File: src/rtl/mtl_ball_pkg.sv
// mtl_ball_pkg
// Shared definitions for the ball coordinate scheduler.
//   N_BALLS, XW, YW, IDXW : default slot count and field widths
//   ball_pos_t            : packed (x, y) coordinate pair
//   sched_state_t         : commit FSM states
package mtl_ball_pkg;

    localparam int unsigned N_BALLS = 10;
    localparam int unsigned XW      = 10;
    localparam int unsigned YW      = 9;
    localparam int unsigned IDXW    = 4;

    typedef struct packed {
        logic [XW-1:0] x;
        logic [YW-1:0] y;
    } ball_pos_t;

    typedef enum logic [1:0] {
        IDLE,
        DIRTY,
        HOLD,
        COMMIT
    } sched_state_t;

endpackage

File: src/rtl/rr_arbiter2.sv
// rr_arbiter2
// Two-requester round-robin arbiter with an enable gate on the grants.
// Ports:
//   clk, rst      : clock, synchronous active-high reset (pointer -> requester a)
//   en            : grants are forced low while en = 0
//   req_a, req_b  : requests
//   gnt_a, gnt_b  : grants (one-hot or zero, never without the matching request)
module rr_arbiter2 (
    input  logic clk,
    input  logic rst,
    input  logic en,
    input  logic req_a,
    input  logic req_b,
    output logic gnt_a,
    output logic gnt_b
);

    // 0: requester a wins the next contested cycle, 1: requester b wins
    logic ptr_q, ptr_d;

    always_comb begin
        gnt_a = 1'b0;
        gnt_b = 1'b0;
        ptr_d = ptr_q;
        if (en) begin
            if (req_a && req_b) begin
                gnt_a = ~ptr_q;
                gnt_b = ptr_q;
                // Only contested grants move the pointer
                ptr_d = ~ptr_q;
            end else begin
                gnt_a = req_a;
                gnt_b = req_b;
            end
        end
    end

    always_ff @(posedge clk) begin
        if (rst) begin
            ptr_q <= 1'b0;
        end else begin
            ptr_q <= ptr_d;
        end
    end

endmodule

File: src/rtl/mtl_ball_scheduler.sv
// mtl_ball_scheduler
// Double-buffered ball coordinate table for mtl_display_controller. Writes from
// two requesters land in a shadow bank; the shadow bank is copied to the
// active bank only at frame end so a frame never shows a half-updated table.
// Ports:
//   iCLK, iRST          : pixel clock, synchronous active-high reset
//   iEndFrame           : one-cycle frame-end pulse from the display controller
//   iA_*/iB_*           : write requests (Valid, Idx, X, Y) from host link / engine
//   oA_Ready, oB_Ready  : combinational grants; a write transfers on Valid && Ready
//   iBatch              : host batch open, defers the commit
//   oX, oY              : active bank, slot i = oX[i] / oY[i]
//   oCommit             : high in the cycle the active bank is loaded
//   oLate               : high while a commit is being deferred
//   oFrameCnt, oSkipCnt : saturating statistics counters
// Configuration: define BALL_SCHED_STATS_EN to enable the statistics counters;
// otherwise oFrameCnt/oSkipCnt are tied to zero.
module mtl_ball_scheduler #(
    parameter int unsigned N_BALLS = 10,
    parameter int unsigned XW      = 10,
    parameter int unsigned YW      = 9,
    parameter int unsigned IDXW    = 4
) (
    input  logic                          iCLK,
    input  logic                          iRST,
    input  logic                          iEndFrame,
    input  logic                          iA_Valid,
    input  logic [IDXW-1:0]               iA_Idx,
    input  logic [XW-1:0]                 iA_X,
    input  logic [YW-1:0]                 iA_Y,
    output logic                          oA_Ready,
    input  logic                          iB_Valid,
    input  logic [IDXW-1:0]               iB_Idx,
    input  logic [XW-1:0]                 iB_X,
    input  logic [YW-1:0]                 iB_Y,
    output logic                          oB_Ready,
    input  logic                          iBatch,
    output logic [N_BALLS-1:0][XW-1:0]    oX,
    output logic [N_BALLS-1:0][YW-1:0]    oY,
    output logic                          oCommit,
    output logic                          oLate,
    output logic [15:0]                   oFrameCnt,
    output logic [15:0]                   oSkipCnt
);

    import mtl_ball_pkg::*;

    sched_state_t state_q, state_d;

    logic [N_BALLS-1:0][XW-1:0] sh_x_q, sh_x_d, act_x_q;
    logic [N_BALLS-1:0][YW-1:0] sh_y_q, sh_y_d, act_y_q;

    logic            arb_en;
    logic            gnt_a, gnt_b;
    logic            wr_acc, wr_hit;
    logic [IDXW-1:0] wr_idx;
    logic [XW-1:0]   wr_x;
    logic [YW-1:0]   wr_y;

    // ------------------------------------------------------------------
    // Arbitration
    // ------------------------------------------------------------------
    assign arb_en = ~iRST && (state_q != COMMIT);

    rr_arbiter2 u_arb (
        .clk   (iCLK),
        .rst   (iRST),
        .en    (arb_en),
        .req_a (iA_Valid),
        .req_b (iB_Valid),
        .gnt_a (gnt_a),
        .gnt_b (gnt_b)
    );

    assign oA_Ready = gnt_a;
    assign oB_Ready = gnt_b;

    always_comb begin
        wr_idx = gnt_b ? iB_Idx : iA_Idx;
        wr_x   = gnt_b ? iB_X   : iA_X;
        wr_y   = gnt_b ? iB_Y   : iA_Y;
        wr_acc = gnt_a | gnt_b;
        // Out-of-range slots are accepted but dropped
        wr_hit = wr_acc && (32'(wr_idx) < N_BALLS);
    end

    // ------------------------------------------------------------------
    // Shadow bank
    // ------------------------------------------------------------------
    always_comb begin
        sh_x_d = sh_x_q;
        sh_y_d = sh_y_q;
        for (int unsigned i = 0; i < N_BALLS; i++) begin
            if (wr_hit && (32'(wr_idx) == i)) begin
                sh_x_d[i] = wr_x;
                sh_y_d[i] = wr_y;
            end
        end
    end

    // ------------------------------------------------------------------
    // Commit FSM
    // ------------------------------------------------------------------
    always_comb begin
        state_d = state_q;
        oCommit = 1'b0;
        oLate   = 1'b0;
        unique case (state_q)
            IDLE: begin
                // Frame end is ignored here; nothing to commit yet
                if (wr_hit) begin
                    state_d = DIRTY;
                end
            end
            DIRTY: begin
                if (iEndFrame) begin
                    state_d = iBatch ? HOLD : COMMIT;
                end
            end
            HOLD: begin
                oLate = 1'b1;
                // Only a frame boundary may release the hold
                if (iEndFrame && !iBatch) begin
                    state_d = COMMIT;
                end
            end
            COMMIT: begin
                oCommit = 1'b1;
                state_d = IDLE;
            end
            default: begin
                state_d = IDLE;
            end
        endcase
    end

    always_ff @(posedge iCLK) begin
        if (iRST) begin
            state_q <= IDLE;
            sh_x_q  <= '0;
            sh_y_q  <= '0;
            act_x_q <= '0;
            act_y_q <= '0;
        end else begin
            state_q <= state_d;
            sh_x_q  <= sh_x_d;
            sh_y_q  <= sh_y_d;
            if (state_q == COMMIT) begin
                act_x_q <= sh_x_q;
                act_y_q <= sh_y_q;
            end
        end
    end

    assign oX = act_x_q;
    assign oY = act_y_q;

    // ------------------------------------------------------------------
    // Statistics
    // ------------------------------------------------------------------
`ifdef BALL_SCHED_STATS_EN
    logic [15:0] frame_cnt_q, skip_cnt_q;
    logic        skip_evt;

    // A frame end that enters or stays in HOLD is a skipped commit
    assign skip_evt = iEndFrame && iBatch && ((state_q == DIRTY) || (state_q == HOLD));

    always_ff @(posedge iCLK) begin
        if (iRST) begin
            frame_cnt_q <= '0;
            skip_cnt_q  <= '0;
        end else begin
            if (iEndFrame && (frame_cnt_q != 16'hFFFF)) begin
                frame_cnt_q <= frame_cnt_q + 16'd1;
            end
            if (skip_evt && (skip_cnt_q != 16'hFFFF)) begin
                skip_cnt_q <= skip_cnt_q + 16'd1;
            end
        end
    end

    assign oFrameCnt = frame_cnt_q;
    assign oSkipCnt  = skip_cnt_q;
`else
    assign oFrameCnt = 16'd0;
    assign oSkipCnt  = 16'd0;
`endif

endmodule

File: config.mk
export PLATFORM = sky130hd
export DESIGN_NAME = mtl_ball_scheduler
export DESIGN_NICKNAME = d
export VERILOG_FILES = /design/src/rtl/mtl_ball_pkg.sv /design/src/rtl/rr_arbiter2.sv /design/src/rtl/mtl_ball_scheduler.sv
export SDC_FILE = /design/constraint.sdc
export NUM_CORES = 1
export LEC_CHECK = 0
export ABC_AREA = 1
export CAP_MARGIN = 10
export CORE_MARGIN = 5
export CORE_UTILIZATION = 30
export CTS_BUF_LIST = sky130_fd_sc_hd__clkbuf_8 sky130_fd_sc_hd__clkbuf_16
export CTS_CLUSTER_DIAMETER = 40
export DETAILED_ROUTE_END_ITERATION = 8
export MAX_ROUTING_LAYER = met4
export PLACE_DENSITY = 0.64
export SKIP_CTS_REPAIR_TIMING = 1
export SLEW_MARGIN = 20
export SYNTH_ARGS = -nofsm -noshare
export SYNTH_HDL_FRONTEND = slang
export SYNTH_SLANG_ARGS = --single-unit
File: constraint.sdc
create_clock -name iCLK -period 1.8 [get_ports iCLK]
set_input_delay 0.18 -clock iCLK [delete_from_list [all_inputs] [get_ports iCLK]]
set_output_delay 0.18 -clock iCLK [all_outputs]
set_load 0.01 [all_outputs]
== Yosys cells after proc, flatten, opt, wreduce, memory -nomap -nowiden ==
Index checks and enable logic that the tools add are counted.

* Magnitude comparators: 1
* Equal/unequal tests: 16
* Multiplexer cells: 14
* Bitwise gates (word level): 3
* Reduce and logical (&&, ||, !) cells: 19

{| class="wikitable"
|+ Operator list
! operator !! number
|-
| $eq A4 B3 Y1 const B || 4
|-
| $logic_and A1 B1 Y1 || 14
|-
| $mux W10 || 1
|-
| $mux W9 || 1
|-
| $eq A4 B2 Y1 const B || 2
|-
| $eq A4 B4 Y1 const B || 2
|-
| $ne A2 B2 Y1 const B || 4
|-
| $pmux W2 S4 || 1
|-
| $mux W1 || 7
|-
| $mux W2 || 3
|-
| $eq A2 B2 Y1 const B || 2
|-
| $eq A4 B1 Y1 const B || 1
|-
| $logic_not A4 Y1 || 1
|-
| $lt A4 B4 Y1 const B || 1
|-
| $mux W4 || 1
|-
| $reduce_and A3 Y1 || 1
|-
| $eq A2 B1 Y1 const B || 1
|-
| $logic_not A2 Y1 || 1
|-
| $not A1 Y1 || 2
|-
| $reduce_and A2 Y1 || 1
|-
| $logic_not A1 Y1 || 1
|-
| $or A1 B1 Y1 || 1
|}

* Bits in registers: 383
* Input bits: 52
* Output and inout bits: 226
* Word-level logic and storage cells: 95

== Depth between registers and ports, before layout ==
Gate-level depths: netlist (run 1).

* Word-level depth: 8
* Mapped depth: 15

== Hierarchy ==
From an unflattened synthesis (run 1), not the netlist that was laid out.

* Cell total of the unflattened synthesis: 2029
* Area total of the unflattened synthesis: 15612.5 µm²

{| class="wikitable"
|+ By module, submodules not included
! module !! instances !! cells an instance !! area each (µm²)
|-
| mtl_ball_scheduler || 1 || 2015 || 15534.9
|-
| rr_arbiter2 || 1 || 14 || 77.6
|}

== Worst setup path before layout (run 1) ==
No wires, ideal clock.

* Path type: reg-to-reg
* Start point: reg state_q[1]
* End point: reg sh_y_q[10] in the netlist's numbering
* Library setup time: 0.111 ns
* Data arrival time: 1.891 ns
* Slack: -0.202 ns
* Cell stages (with the launch flop): 10
* Clock period less this slack: 2.002 ns
* Cell sequence: dfxtp_1 > ha_1 > nor2_4 > nand3_4 > buf_4 > buf_6 > mux2i_4 > nand3_1 > nand2_1 > nor2_1

* Longest elaborated chain between the ends: 7
* Elaborated cells between the ends (all ways): 11
* Classes of those cells: 1 x order compare; 2 x eq/ne; 4 x mux; 1 x bitwise; 3 x reduce/logical

{| class="wikitable"
|+ Ends and longest elaborated chain
! what !! line !! RTL
|-
| start, declared || mtl_ball_scheduler.sv:47 || <nowiki>sched_state_t state_q, state_d;</nowiki>
|-
| start signal, assigned || mtl_ball_scheduler.sv:144 || <nowiki>state_q <= state_d;</nowiki>
|-
| $ne A2 B2 Y1 * || mtl_ball_scheduler.sv:62 || <nowiki>assign arb_en = ~iRST && (state_q != COMMIT);</nowiki>
|-
| $logic_and A1 B1 Y1 * || mtl_ball_scheduler.sv:62 ||
|-
| $mux W1 || rr_arbiter2.sv:25 || <nowiki>if (en) begin</nowiki>
|-
| $mux W4 || mtl_ball_scheduler.sv:78 || <nowiki>wr_idx = gnt_b ? iB_Idx : iA_Idx;</nowiki>
|-
| $lt A4 B4 Y1 || mtl_ball_scheduler.sv:83 || <nowiki>wr_hit = wr_acc && (32'(wr_idx) < N_BALLS);</nowiki>
|-
| $logic_and A1 B1 Y1 || mtl_ball_scheduler.sv:83 ||
|-
| $logic_and A1 B1 Y1 || mtl_ball_scheduler.sv:93 || <nowiki>if (wr_hit && (32'(wr_idx) == i)) begin</nowiki>
|-
| end signal, assigned || mtl_ball_scheduler.sv:146 || <nowiki>sh_y_q <= sh_y_d;</nowiki>
|-
| end, declared || mtl_ball_scheduler.sv:50 || <nowiki>logic [N_BALLS-1:0][YW-1:0] sh_y_q, sh_y_d, act_y_q;</nowiki>
|}

Mark *: on every way between the ends. The rest lies on a longest branch, timed or not.
A chain may end at the register's enable or synchronous reset.

== Worst setup path in the final report (run 1) ==
* Start point: reg state_q[0]
* End point: reg sh_x_q[67] in the netlist's numbering

* Longest elaborated chain between the ends: 7
* Elaborated cells between the ends (all ways): 11
* Classes of those cells: 1 x order compare; 2 x eq/ne; 4 x mux; 1 x bitwise; 3 x reduce/logical

{| class="wikitable"
|+ Ends and longest elaborated chain
! what !! line !! RTL
|-
| $ne A2 B2 Y1 * || mtl_ball_scheduler.sv:62 ||
|-
| $logic_and A1 B1 Y1 * || mtl_ball_scheduler.sv:62 ||
|-
| $mux W1 || rr_arbiter2.sv:25 ||
|-
| $mux W4 || mtl_ball_scheduler.sv:78 ||
|-
| $lt A4 B4 Y1 || mtl_ball_scheduler.sv:83 ||
|-
| $logic_and A1 B1 Y1 || mtl_ball_scheduler.sv:83 ||
|-
| $logic_and A1 B1 Y1 || mtl_ball_scheduler.sv:93 ||
|-
| end signal, assigned || mtl_ball_scheduler.sv:139 || <nowiki>sh_x_q <= '0;</nowiki>
|-
| end signal, assigned || mtl_ball_scheduler.sv:145 || <nowiki>sh_x_q <= sh_x_d;</nowiki>
|-
| end, declared || mtl_ball_scheduler.sv:49 || <nowiki>logic [N_BALLS-1:0][XW-1:0] sh_x_q, sh_x_d, act_x_q;</nowiki>
|}

Marks and branches as above.

==> results of run 1 <==
-- cell usage in the layout, fill, tap and decap left out, types with 3 or more instances in the layout --
master / count
clkinvlp_4: 8
dfxtp_1: 381
nand3_1: 192
mux2i_1: 6
clkdlybuf4s50_1: 241
buf_12: 22
nand2_2: 9
clkbuf_8: 5
nor2_2: 15
mux2i_4: 10
buf_4: 40
clkinv_2: 6
bufinv_16: 5
buf_16: 3
ha_1: 4
nand4_1: 3
nor2b_4: 8
inv_1: 19
conb_1: 32
nand2_4: 7
o21ai_0: 190
inv_8: 7
buf_6: 34
a21oi_1: 3
inv_6: 7
nand2_1: 197
nor2_1: 752
mux2i_2: 3
nor2_4: 7
clkbuf_16: 57
-- through the flow --
step | cell area (µm²) | setup WS (ns) | setup TNS, ns | cells
final | 20730 | -0.2889 | -43.36 | 2963
after global routing | 20730 | -0.4068 | -67.89 | 2963
after CTS | 20210 | -0.8506 | -90.54 | 2951
after detailed placement | 18400 | -0.6697 | -123.70 | 2854
after global placement | 18400 | -0.6516 | -111.20 | 2854
after floorplan | 15120 | -0.03074 | -2.968 | 2031
-- final cells by class --
class                           instances  area, µm²  share of cell area, %
Sequential cell                       383       7670                  36.99
Multi-Input combinational cell       1451       6553                  31.60
Timing Repair Buffer                  349       3771                  18.19
Clock buffer                           58       1395                  6.729
Tap cell                              664      830.8                  4.007
Clock inverter                         39      417.9                  2.016
Inverter                               19      96.34                 0.4647
-- routing by layer --
layer	vias up	routed length, µm	share of wire (%)	GRT usage, %
met5	-	0	0	-
li1	6825	-	-	-
met1	6399	21570	45	22.17
met3	80	2894	6.0	3.307
met2	434	22490	47	27.52
met4	0	1237	2.6	4.652
-- where the power goes --
| group | switching (mW) | leakage (nW) | internal, mW |
|---|---|---|---|
| sequential | 0.489 | 3.10 | 9.34 |
| clock | 4.10 | 0.890 | 6.40 |
| combinational | 3.05 | 5.05 | 2.47 |
-- worst max-delay path, stage by stage, from the launching register on --
cell and delay (ns):
dfxtp_2 0.33, ha_4 0.19, nor2_4 0.15, buf_6 0.12, nand4_1 0.12, nand2_4 0.14, nand2_2 0.06, nand2_2 0.07
nand2_4 0.11, buf_12 0.18, nor2b_4 0.24, buf_6 0.17, nor2_1 0.04, nor2_1 0.09
-- final timing paths --
| check | from | to | slack [ns] | cells past startpoint |
|---|---|---|---|---|
| hold / removal | iRST | u_arb.ptr_q | 0.42 | 3 |
| setup reg to reg | state_q[0] | sh_x_q[67] | -0.29 | 13 |
| hold reg to reg | sh_x_q[29] | sh_x_q[29] | 0.47 | 2 |
| setup / recovery | state_q[0] | sh_x_q[67] | -0.29 | 13 |
-- state kept, by name, summed over array words and instances, names as in the netlist --
| register | count |
|---|---|
| sh_x_q | 100 |
| state_q | 2 |
| sh_y_q | 90 |
| oX | 100 |
| u_arb.ptr_q | 1 |
| oY | 90 |
-- logic make-up (layout without fill, tap and decap cells) --
logic type,Yosys count,in the layout,share of synthesized area [%]
buf+inv,197,465,7.142
compound gates,198,198,6.697
simple gates,1197,1197,32.17
other cells,1,32,0.02515
fa+ha+maj,5,5,0.4196
flops,383,383,51.43
mux,19,19,2.115
==> out/summary.txt, run 1 <==
Post-Syn Area per Cell -> 7.454 µm²
fin crit share -> 116.1%
CTS H-tree depth -> 2
#FFs+latches synth -> 383
area grow syn2layout -> 39.08%
critical path arrival -> 2.59 ns
final setup vio count -> 194
number of global-route vias before repair -> 13.19k
crit path time final -> 2.089 ns
Post-Route WL -> 48190 µm
FMAX -> 478.7 MHz
Yosys warning count -> 0
VDD IR-drop max -> 0.6954 mV
DIE AREA -> 0.05425 mm²
routed vias/inst -> 4.637
Overflow after GRT -> 0
ANT cells -> 0
sequential cell area fraction in the yosys report -> 51.43%
routed len/inst -> 16.26 µm
Worst slew margin -> 63.30%
RSZ-0062 raised after global routing -> true
# DRC -> 0
Root Driver -> clkbuf_16
first-pass GRT wire length -> 72480 µm
row count -> 81
Critical Path Sink Type -> flip-flop
Max clock buf depth -> 3
IO Port Bufs -> 245
Chip Width -> 232.9 µm
Total GRT Usage -> 17.12%
crit path kind -> flip-flop to flip-flop
nets -> 2313
failing checks -> negative setup slack
chip height -> 232.9 µm
Core Util, Final -> 42.27%
Yosys top cell area share -> 51.43%
Setup Skew -> 0.02201 ns
total clock sinks -> 383
post-detail-place hpwl -> 30670 µm
crit path max fanout -> 5
Power, Total -> 25.84 mW
mapped cell area -> 0.01491 mm²
number of fillers in the final layout -> 4890
largest net degree at the start of global routing -> 113
power per cell area -> 1246 mW/mm²
Max-Cap Viols -> 0
LEAKAGE -> 9.043 nW
Worst Path Required -> 2.30 ns
Post-synth EDFFs -> 0
Yosys top cell by area -> dfxtp_1
share of cells above drive strength 1 -> 11.79%
I/O Pins -> 278
router iterations before antenna repair -> 5
status -> finished with violations
Distinct cells, synth -> 29
asr flop ratio synth -> 0%
Main synth FF type -> dfxtp_1
CTS tree -> done
fin. max-slew vios -> 0
cell count after synthesis -> 2000
count leader, synth -> nor2_1
Final Hold Fails -> 0
RD Place Congestion -> 0.8645
worst hold margin -> 0.4190 ns
Least-Margin Pin Slew -> 0.5505 ns
Clock Pin Slew Worst Setup and Hold Paths -> 0.05 ns
crit start category -> flip-flop
initial antenna violation count -> 0
PnR worst setup slack -> -0.2889 ns
Routed Antenna Nets -> 0
Initial Util -> 30.39%
Clk Latency, worst-skew pair -> 0.59 ns
drt first-iter violations -> 978
Hold Path Class -> input port to flip-flop
CORE AREA -> 0.04905 mm²
top cells by area, synth -> dfxtp_1, nor2_1, nand3_1
Num CTS Buffers -> 52
via count -> 13.74k
commonest cells in the netlist -> nor2_1, dfxtp_1, nand2_1, nand3_1, o21ai_0
No activity file was read; power rests on OpenSTA's default activity.
==> inputs of run 2 (changes only) <==
--- a/config.mk
+++ b/config.mk
@@ -15,7 +15,6 @@
 export MAX_ROUTING_LAYER = met4
 export PLACE_DENSITY = 0.64
 export SKIP_CTS_REPAIR_TIMING = 1
-export SLEW_MARGIN = 20
 export SYNTH_ARGS = -nofsm -noshare
 export SYNTH_HDL_FRONTEND = slang
 export SYNTH_SLANG_ARGS = --single-unit
==> results of run 2 <==
No change in the layout: final DEF, timing and power equal those of run 1.
==> inputs of run 3 (changes only) <==
--- a/config.mk
+++ b/config.mk
@@ -8,12 +8,12 @@
 export ABC_AREA = 1
 export CAP_MARGIN = 10
 export CORE_MARGIN = 5
-export CORE_UTILIZATION = 30
+export CORE_UTILIZATION = 47
 export CTS_BUF_LIST = sky130_fd_sc_hd__clkbuf_8 sky130_fd_sc_hd__clkbuf_16
 export CTS_CLUSTER_DIAMETER = 40
 export DETAILED_ROUTE_END_ITERATION = 8
 export MAX_ROUTING_LAYER = met4
-export PLACE_DENSITY = 0.64
+export PLACE_DENSITY = 0.87
 export SKIP_CTS_REPAIR_TIMING = 1
 export SYNTH_ARGS = -nofsm -noshare
 export SYNTH_HDL_FRONTEND = slang
==> run 3 against run 2 <==
The flow still finishes with violations (negative setup slack). Sequential power is essentially flat. Critical path type unchanged. Non-clock buffer count grew 8. Clock-buffer cell count shrank 5. Design area shrank 2.3%. Worst setup slack lost 0.083 ns. Utilization grew 22 points. Largest cell class unchanged. Sequential share of layout area grew 0.86 points.
==> out/summary.txt, run 3 (synthesis gave the netlist of run 1 again) <==
Inst Count DP -> 2597
Critical Path Sink Type -> flip-flop
worst-path cell chain -> ha_4 -> nor2_4 -> nand3_4 -> buf_6 -> nand2_4 -> nand4_1 -> nor2_1 -> nor2b_2 -> buf_6 -> nor2_1 -> nor2_1
RSZ-0062 raised after global routing -> true
routed vias/inst -> 5.324
initial antenna violation count -> 2
Least-Margin Pin Slew -> 0.6634 ns
Overflow after GRT -> 0
Max clock buf depth -> 3
first-pass GRT wire length -> 70210 µm
via count -> 14.40k
status -> finished with violations
FMAX -> 460.4 MHz
VDD IR-drop max -> 0.8161 mV
CTS H-tree depth -> 2
post-detail-place hpwl -> 29360 µm
crit start category -> flip-flop
total clock sinks -> 383
nets -> 2317
LEAKAGE -> 9.031 nW
PnR worst setup slack -> -0.3722 ns
Clock Pin Slew Worst Setup and Hold Paths -> 0.06 ns
fin crit share -> 120.7%
crit path max fanout -> 9
Chip Width -> 188.1 µm
fin. max-slew vios -> 0
drt first-iter violations -> 1463
Worst Path Required -> 2.28 ns
crit path kind -> flip-flop to flip-flop
area grow syn2layout -> 35.93%
failing checks -> negative setup slack
CP peak stage delay -> 0.33 ns
RD Place Congestion -> 0.8463
Post-Route WL -> 45390 µm
Setup Skew -> 0.01855 ns
largest net degree at the start of global routing -> 75
most common cell after layout, fill and taps aside -> nor2_1
critical path's slowest cell -> dfxtp_2
most frequent cells in the layout -> nor2_1, dfxtp_1, clkdlybuf4s50_1
Num CTS Buffers -> 48
setup TNS -> -51.19 ns
I/O Pins -> 278
Total GRT Usage -> 24.45%
row count -> 65
number of global-route vias before repair -> 13.87k
cell count of the worst reg-to-reg path -> 11
Initial Util -> 47.37%
CORE AREA -> 0.03147 mm²
router iterations before antenna repair -> 7
Clk Latency, worst-skew pair -> 0.56 ns
DIE AREA -> 0.03538 mm²
Routed Antenna Nets -> 0
Final Hold Fails -> 0
routed len/inst -> 16.79 µm
CTS tree -> done
post-route non-filler standard cell count -> 2704
share of cells above drive strength 1 -> 11.17%
power per cell area -> 1251 mW/mm²
Max-Cap Viols -> 0
Hold Path Class -> input port to flip-flop
final setup vio count -> 222
crit path time final -> 2.172 ns
critical path arrival -> 2.66 ns
Root Driver -> clkbuf_16
# DRC -> 0
Worst path most repeated cell -> nor2_1
Worst slew margin -> 55.77%
IO Port Bufs -> 245
Worst Hold Depth -> 3
chip height -> 188.1 µm
[run 3: metal layers]
| metal | global-route usage [%] | share of wire [%] |
|---|---|---|
| met5 | - | 0 |
| met4 | 7.792 | 3.3 |
| met3 | 4.859 | 8.5 |
| met2 | 40.40 | 48 |
| met1 | 30.25 | 40 |
[run 3: critical path: cells and delay by family, from the launching register on]
family | cells | cell delay (ns)
adder cells (fa/ha/maj) | 1 | 0.17
AND/OR/NAND/NOR | 8 | 1.25
flip-flops | 1 | 0.33
buffers and inverters | 2 | 0.36
[run 3: final cells by class]
class	count	area [µm²]
fillers	2515	11210
flip-flops and latches	383	7670
multi-input cells	1451	6485
repair buffers	357	3785
clock buffers	53	1270
well taps	402	503.0
clock inverters	37	447.9
inverters	19	98.84
diodes	2	5.005
[run 3: worst paths after layout]
kind	startpoint	end	slack, ns
hold / removal	iRST	u_arb.ptr_q	0.45
setup / recovery	state_q[1]	sh_x_q[44]	-0.37
hold reg to reg	sh_x_q[16]	sh_x_q[16]	0.47
setup reg to reg	state_q[1]	sh_x_q[44]	-0.37
[run 3: stage by stage]
stage / total power [mW] / worst slack, ns / hold WS (ns) / instance area [µm²] / util (%)
after floorplan: 12.56 / -0.03074 / 0.2593 / 15120 / -
after global routing: 26.44 / -0.4490 / 0.4463 / 20260 / 64.38
after CTS: 25.25 / -0.6888 / 0.4238 / 19820 / 62.97
after global placement: 14.99 / -0.4914 / 0.4485 / 18100 / 57.51
after detailed placement: 15.17 / -0.5549 / 0.4588 / 18100 / 57.51
final: 25.36 / -0.3722 / 0.4477 / 20260 / 64.38
[run 3: report_power, final]
| group | total (mW) | internal [mW] | switching, mW |
|---|---|---|---|
| logic | 5.47 | 2.45 | 3.02 |
| clock network | 10.1 | 6.11 | 3.96 |
| registers | 9.82 | 9.33 | 0.489 |
